`config.mk`:
```
export PLATFORM = sky130hd
export DESIGN_NAME = mem_arbiter
export DESIGN_NICKNAME = d
export VERILOG_FILES = /design/src/rtl/mem_arbiter.sv
export SDC_FILE = /design/constraint.sdc
export NUM_CORES = 1
export LEC_CHECK = 0
export ABC_AREA = 1
export CORE_UTILIZATION = 40
export CTS_CLUSTER_SIZE = 28
export DETAILED_ROUTE_END_ITERATION = 12
export HOLD_SLACK_MARGIN = 0.08
export PLACE_DENSITY = 0.95
export SYNTH_ARGS = -nofsm -noshare
export SYNTH_HDL_FRONTEND = slang
export SYNTH_SLANG_ARGS = --single-unit
```
`constraint.sdc`:
```
create_clock -name clk -period 4.3 [get_ports clk]
set_input_delay 0.645 -clock clk [delete_from_list [all_inputs] [get_ports clk]]
set_output_delay 0.645 -clock clk [all_outputs]
set_load 0.02 [all_outputs]
```
`src/rtl/mem_arbiter.sv`:
```
// Round-robin arbiter sharing one memory port between an instruction-fetch
// requester and a data requester, with a per-transaction busy timeout.
module mem_arbiter #(
  parameter int DATA_WIDTH      = 32,
  parameter int BYTE_DATA_WIDTH = 4,
  parameter int TIMEOUT_CYCLES  = 16
) (
  input  logic                       clk,
  input  logic                       rst,
  input  logic                       inst_req,
  input  logic [DATA_WIDTH-1:0]      inst_addr,
  output logic                       inst_valid,
  output logic [DATA_WIDTH-1:0]      inst_data,
  input  logic                       data_req,
  input  logic                       data_we,
  input  logic [BYTE_DATA_WIDTH-1:0] byte_enable,
  input  logic [DATA_WIDTH-1:0]      data_addr,
  input  logic [DATA_WIDTH-1:0]      wdata,
  output logic                       data_valid,
  output logic [DATA_WIDTH-1:0]      rdata,
  output logic                       mem_req,
  output logic                       mem_we,
  output logic [BYTE_DATA_WIDTH-1:0] mem_byte_enable,
  output logic [DATA_WIDTH-1:0]      mem_addr,
  output logic [DATA_WIDTH-1:0]      mem_wdata,
  input  logic                       mem_valid,
  input  logic [DATA_WIDTH-1:0]      mem_rdata,
  output logic                       bus_error
);

  typedef enum logic [1:0] {
    IDLE      = 2'd0,
    INST_BUSY = 2'd1,
    DATA_BUSY = 2'd2,
    RELEASE   = 2'd3
  } state_t;

  typedef enum logic {
    GRANT_INST = 1'b0,
    GRANT_DATA = 1'b1
  } grant_t;

  localparam bit         TIMEOUT_EN   = (TIMEOUT_CYCLES != 0);
  localparam logic [7:0] TIMEOUT_LAST = TIMEOUT_EN ? 8'(TIMEOUT_CYCLES - 1) : 8'd0;

  state_t          state;
  grant_t          last_grant;
  logic [7:0]      busy_cnt;
  logic            in_busy;
  logic            timeout_hit;
  logic            done;
  logic            pick_data;
  logic [DATA_WIDTH-1:0] resp_data;

  assign in_busy     = (state == INST_BUSY) || (state == DATA_BUSY);
  assign timeout_hit = TIMEOUT_EN && in_busy && !mem_valid && (busy_cnt == TIMEOUT_LAST);
  assign done        = in_busy && (mem_valid || timeout_hit);
  // A timed-out transaction completes with zero data; a real response wins the tie.
  assign resp_data   = mem_valid ? mem_rdata : '0;
  assign bus_error   = timeout_hit;

  // On a tie the data side wins unless it was the last one served.
  assign pick_data   = data_req && (!inst_req || (last_grant == GRANT_INST));

  always_comb begin
    // NOTE: every signal driven here gets a default first, so no path can infer a latch.
    inst_valid = 1'b0;
    inst_data  = '0;
    data_valid = 1'b0;
    rdata      = '0;
    if (done && (state == INST_BUSY)) begin
      inst_valid = 1'b1;
      inst_data  = resp_data;
    end
    if (done && (state == DATA_BUSY)) begin
      data_valid = 1'b1;
      rdata      = resp_data;
    end
  end

  // NOTE: sequential state uses non-blocking assignments only, so every register
  // samples the pre-edge values regardless of statement order.
  always_ff @(posedge clk or posedge rst) begin
    if (rst) begin
      state           <= IDLE;
      last_grant      <= GRANT_INST;
      busy_cnt        <= 8'd0;
      mem_req         <= 1'b0;
      mem_we          <= 1'b0;
      mem_byte_enable <= '0;
      mem_addr        <= '0;
      mem_wdata       <= '0;
    end else begin
      unique case (state)
        IDLE: begin
          if (inst_req || data_req) begin
            busy_cnt <= 8'd0;
            mem_req  <= 1'b1;
            if (pick_data) begin
              state           <= DATA_BUSY;
              last_grant      <= GRANT_DATA;
              mem_we          <= data_we;
              mem_byte_enable <= byte_enable;
              mem_addr        <= data_addr;
              mem_wdata       <= wdata;
            end else begin
              state           <= INST_BUSY;
              last_grant      <= GRANT_INST;
              mem_we          <= 1'b0;
              mem_byte_enable <= '1;
              mem_addr        <= inst_addr;
              mem_wdata       <= '0;
            end
          end
        end
        INST_BUSY, DATA_BUSY: begin
          if (done) begin
            state   <= RELEASE;
            mem_req <= 1'b0;
          end else begin
            busy_cnt <= busy_cnt + 8'd1;
          end
        end
        RELEASE: begin
          // Requests are ignored here so a requester still holding req is not re-served.
          state <= IDLE;
        end
        default: begin
          state   <= IDLE;
          mem_req <= 1'b0;
        end
      endcase
    end
  end

endmodule

```
; ---- Yosys cells after proc, flatten, opt, wreduce, memory -nomap -nowiden
; Cells that the tools add are included.
[op_classes]
addsub = 1
eq_ne = 7
mux = 20
bitwise = 1
reduce_logical = 19
[ops]
columns = cell, n
row1 = 2-to-1 mux 32 bit, 5
row2 = 2-to-1 mux 8 bit, 2
row3 = case mux 8 bit (2 select lines), 1
row4 = "adder 8 x 1 -> 8 bit, second input constant", 1
row5 = "== test 8 x 4 -> 1 bit, second input constant", 1
row6 = logical AND 1 bit, 6
row7 = 2-to-1 mux 1 bit, 6
row8 = 2-to-1 mux 2 bit, 3
row9 = "inequality test 2 bit, second input constant", 3
row10 = case mux 2 bit (3 select lines), 1
row11 = AND reduction 3 bit, 2
row12 = "== test 2 bit, second input constant", 2
row13 = logical OR 1 bit, 4
row14 = 2-to-1 mux 4 bit, 1
row15 = AND reduction 2 bit, 2
row16 = "== test 2 x 1 -> 1 bit, second input constant", 1
row17 = logical NOT 1 bit, 2
row18 = logical NOT 2 bit, 1
row19 = case mux 1 bit (2 select lines), 1
row20 = nonzero test 2 bit, 1
row21 = OR reduction 2 bit, 1
row22 = inverter 1 bit, 1
[word_totals]
reg_bits = 81
output_inout_bits = 137
word_cells = 56

; ---- Longest topological paths before layout
[logic_depth]
depth_word = 8
ltp_mapped = 9

; ---- Least setup slack after synthesis
; Ideal clock, no wire load.
[synth_path]
kind = register to output
startpoint = register state[0]
endpoint = output bus_error
t_arrival_ps = 1598
required_ps = 3655
path_slack_ps = 2057
stages_incl_launch_ff = 5
path_buffers = 0
path_cell_list = dfrtp_1 inv_1 ha_1 clkinv_1 nor3_1
[synth_between]
elab_chain_len = 4
[synth_rtl]
columns = item, line
row1 = from (decl), 46  ; state_t state;
row2 = from (signal assigned), 85  ; state <= IDLE;
row3 = from (signal assigned), 100  ; state <= DATA_BUSY;
row4 = from (signal assigned), 107  ; state <= INST_BUSY;
row5 = == test 2 x 1 -> 1 bit or == test 2 bit (tied branches), 55  ; assign in_busy = (state == INST_BUSY) || (state == DATA_BUSY);
row6 = logical OR 1 bit (*), 55
row7 = logical AND 1 bit (*) (2 in a row), 56  ; assign timeout_hit = TIMEOUT_EN && in_busy && !mem_valid && (busy_cnt == TIMEOUT_LAST);
row8 = to (decl), 28  ; output logic bus_error
; Mark *: on every way between the ends. The rest lies on a longest branch, timed or not.

; ---- Final worst setup path
[layout_path]
startpoint = register busy_cnt[0]
endpoint = output rdata[11]
[layout_between]
elab_chain_len = 6
[layout_rtl]
columns = item, line
row1 = from (decl), 48  ; logic [7:0] busy_cnt;
row2 = from (signal assigned), 121  ; busy_cnt <= busy_cnt + 8'd1;
row3 = == test 8 x 4 -> 1 bit, 56
row4 = logical AND 1 bit, 56
row5 = logical OR 1 bit, 57  ; assign done = in_busy && (mem_valid || timeout_hit);
row6 = logical AND 1 bit, 57
row7 = logical AND 1 bit, 75  ; if (done && (state == DATA_BUSY)) begin
row8 = 2-to-1 mux 32 bit, 75
row9 = to (decl), 20  ; output logic [DATA_WIDTH-1:0] rdata,
; Every way passes these cells.

==> impl_metrics.env <==
export IMPL_synth_edf_count=0
export IMPL_clockBufferDepth=2
export IMPL_synth_commonest_cells="nand2_1 (162), inv_1 (106), dfrtp_1 (81), o21ai_0 (66), nor2_1 (45)"
export IMPL_cts_setup_buffers=0
export IMPL_setup_viol=0
export IMPL_netlist_instances=578
export IMPL_wl_per_cell_um=14.3
export IMPL_io_pins=275
export IMPL_fillCellCount=801
export IMPL_port_buffers=274
export IMPL_status="complete, no violations"
export IMPL_synthTopCellsByArea="dfrtp_1 (46%), nand2_1 (14%), inv_1 (9.0%)"
export IMPL_cts_tree="done"
export IMPL_worstSetupPathType="flop to output port"
export IMPL_nets=982
export IMPL_clock_root_buffer="clkbuf_8"
export IMPL_synth_seq_cells=81
export IMPL_place_hpwl_um=10300
export IMPL_required_ns=3.65
export IMPL_yosysTopAreaCell="dfrtp_1"
export IMPL_worstMarginPinSlew_ns=0.858
export IMPL_crit_fanout=33
export IMPL_drive_gt1_frac=0.0592
export IMPL_synth_async_reset_ratio=1.00
export IMPL_setup_ws_ns=0.975
export IMPL_final_core_util=0.691
export IMPL_period_needed_ns=3.32
export IMPL_die_x_um=107
export IMPL_place_area_sq_mm=0.00721
export IMPL_vias_per_cell=4.85
export IMPL_drt_wl_total_um=14100
export IMPL_ant_nets=0
export IMPL_grt_max_degree=52
export IMPL_yosysMostFrequentCell="nand2_1"
export IMPL_startpoint_type="flop"
export IMPL_ctsResizeCount=0
export IMPL_post_place_ws_ns=1.08
export IMPL_final_area_sq_mm=0.00746
export IMPL_rsz0062_at_grt="no"
export IMPL_track_usage=0.250
export IMPL_total_power_mw=4.46
export IMPL_insertion_delay_ns=0.35
export IMPL_grt_antenna_before_repair=0
export IMPL_diodes=0
export IMPL_hold_slack_ns=0.491
export IMPL_drtIter0Drc=240
export IMPL_syn_area_sq_mm=0.00443
export IMPL_drv_cap=0
export IMPL_synth_warnings=0
export IMPL_numCtsBuffers=9
export IMPL_gp_congestion=0.856
export IMPL_p_leak_nw=3.85
export IMPL_hold_viol=0
export IMPL_fin_setup_tns_ns=0
export IMPL_cts_hold_fix_buffers=0
export IMPL_cts_htree_levels=3
export IMPL_synth_ff_type="dfrtp_1"
export IMPL_dieArea_sq_mm=0.0115
export IMPL_chipHeight_um=107
export IMPL_fmax_mhz=301
export IMPL_slew_headroom=0.427
export IMPL_path_clk_slew_ns=0.09
export IMPL_rows=38
export IMPL_clock_sinks=81
export IMPL_power_density_mw_per_mm2=598
export IMPL_drtPass1Iterations=7
export IMPL_vdd_ir_drop_max_v=0.000372
export IMPL_drc_errors=0
export IMPL_seq_area_frac_synth=0.458
export IMPL_core_area_sq_mm=0.0108
export IMPL_finalCritPeriodShare=0.773
export IMPL_grt_ovfl_total=0
export IMPL_via_count=4776
export IMPL_syn_nets=721
export IMPL_dp_cells=968
export IMPL_worst_clock_skew_ns=0.0171
export IMPL_avgSynthCellArea_sq_um=7.66
export IMPL_first_global_vias=4533
export IMPL_syn_to_final_growth_pct=68.5
export IMPL_slew_violations=0
export IMPL_crit_arrival_ns=2.68
export IMPL_crit_path_end_kind="output port"
export IMPL_grt_pass1_wl_um=22200
export IMPL_synth_distinct_cells=29
export IMPL_initial_core_util=0.410
export IMPL_hold_path_class="flop to flop"
export IMPL_synth_top_cell_area_share=0.458
export IMPL_final_cells=984
final timing paths:
path                            slack (ns)  depth (start not counted)             to         start
worst max-delay path                  0.98                          8      rdata[11]   busy_cnt[0]
worst min-delay path                  0.49                          2   mem_addr[21]  mem_addr[21]
worst max register to register        2.25                          7    busy_cnt[0]      state[0]
worst min register to register        0.49                          2   mem_addr[21]  mem_addr[21]
max in group asynchronous             2.59                          3   mem_addr[20]           rst
min in group asynchronous             0.76                          2  mem_wdata[12]           rst
power breakdown:
group,switching [mW],internal [mW]
Sequential,0.228,1.12
Clock,0.304,0.393
Combinational,1.35,1.07
cells by family after synthesis:
logic type,Yosys count,share of synthesized area
AOI/OAI and AO/OA,107,0.159
and+or+nand+nor,244,0.234
buffers and inverters,141,0.135
adders and majority gates,5,0.0141
DFF,81,0.458
final cells by class:
type | instances | area, sq um | share of cell area
Clock buffer | 9 | 124 | 0.0166
Clock inverter | 7 | 124 | 0.0166
Inverter | 112 | 422 | 0.0565
Multi-Input combinational cell | 356 | 1810 | 0.242
Sequential cell | 81 | 2030 | 0.272
Tap cell | 140 | 175 | 0.0235
Timing Repair Buffer | 279 | 2780 | 0.373
registers in the layout (all words and copies together) (netlist names):
signal	cells
mem_addr	32
mem_wdata	32
busy_cnt	8
mem_byte_enable	4
state	2
last_grant	1
mem_req	1
mem_we	1
per-layer routing:
| metal | share of wire | global-route usage | vias up |
|---|---|---|---|
| met3 | 0.079 | 0.0657 | 20 |
| met1 | 0.37 | 0.273 | 2267 |
| met5 | 0 | 0 | - |
| met2 | 0.53 | 0.460 | 197 |
| li1 | - | - | 2292 |
| met4 | 0.022 | 0.0939 | 0 |
worst max-delay path, cell delays in order (launching register included):
cell	delay (ns)
dfrtp_1	0.42
ha_1	0.23
nand3_2	0.12
nor2_4	0.18
o21ai_4	0.16
nor2_8	0.43
nand2_1	0.11
inv_1	0.08
clkdlybuf4s50_1	0.59
cells in the final DEF (no fill, tap or decap), types with 2 or more instances in the layout:
master and count:
nor3_1 2, clkinv_2 2, inv_1 105, clkbuf_8 9, o21ai_0 66, o22a_1 4, inv_6 2, o21ai_4 3
nand2_1 162, bufinv_16 3, nor2_8 2, a22o_1 33, nor2_1 45, ha_1 5, nor3b_1 2, dfrtp_1 81
clkdlybuf4s50_1 274, nand2_2 14, inv_2 5, nand3_1 12, buf_4 5
(Power assumes the default switching activity.)
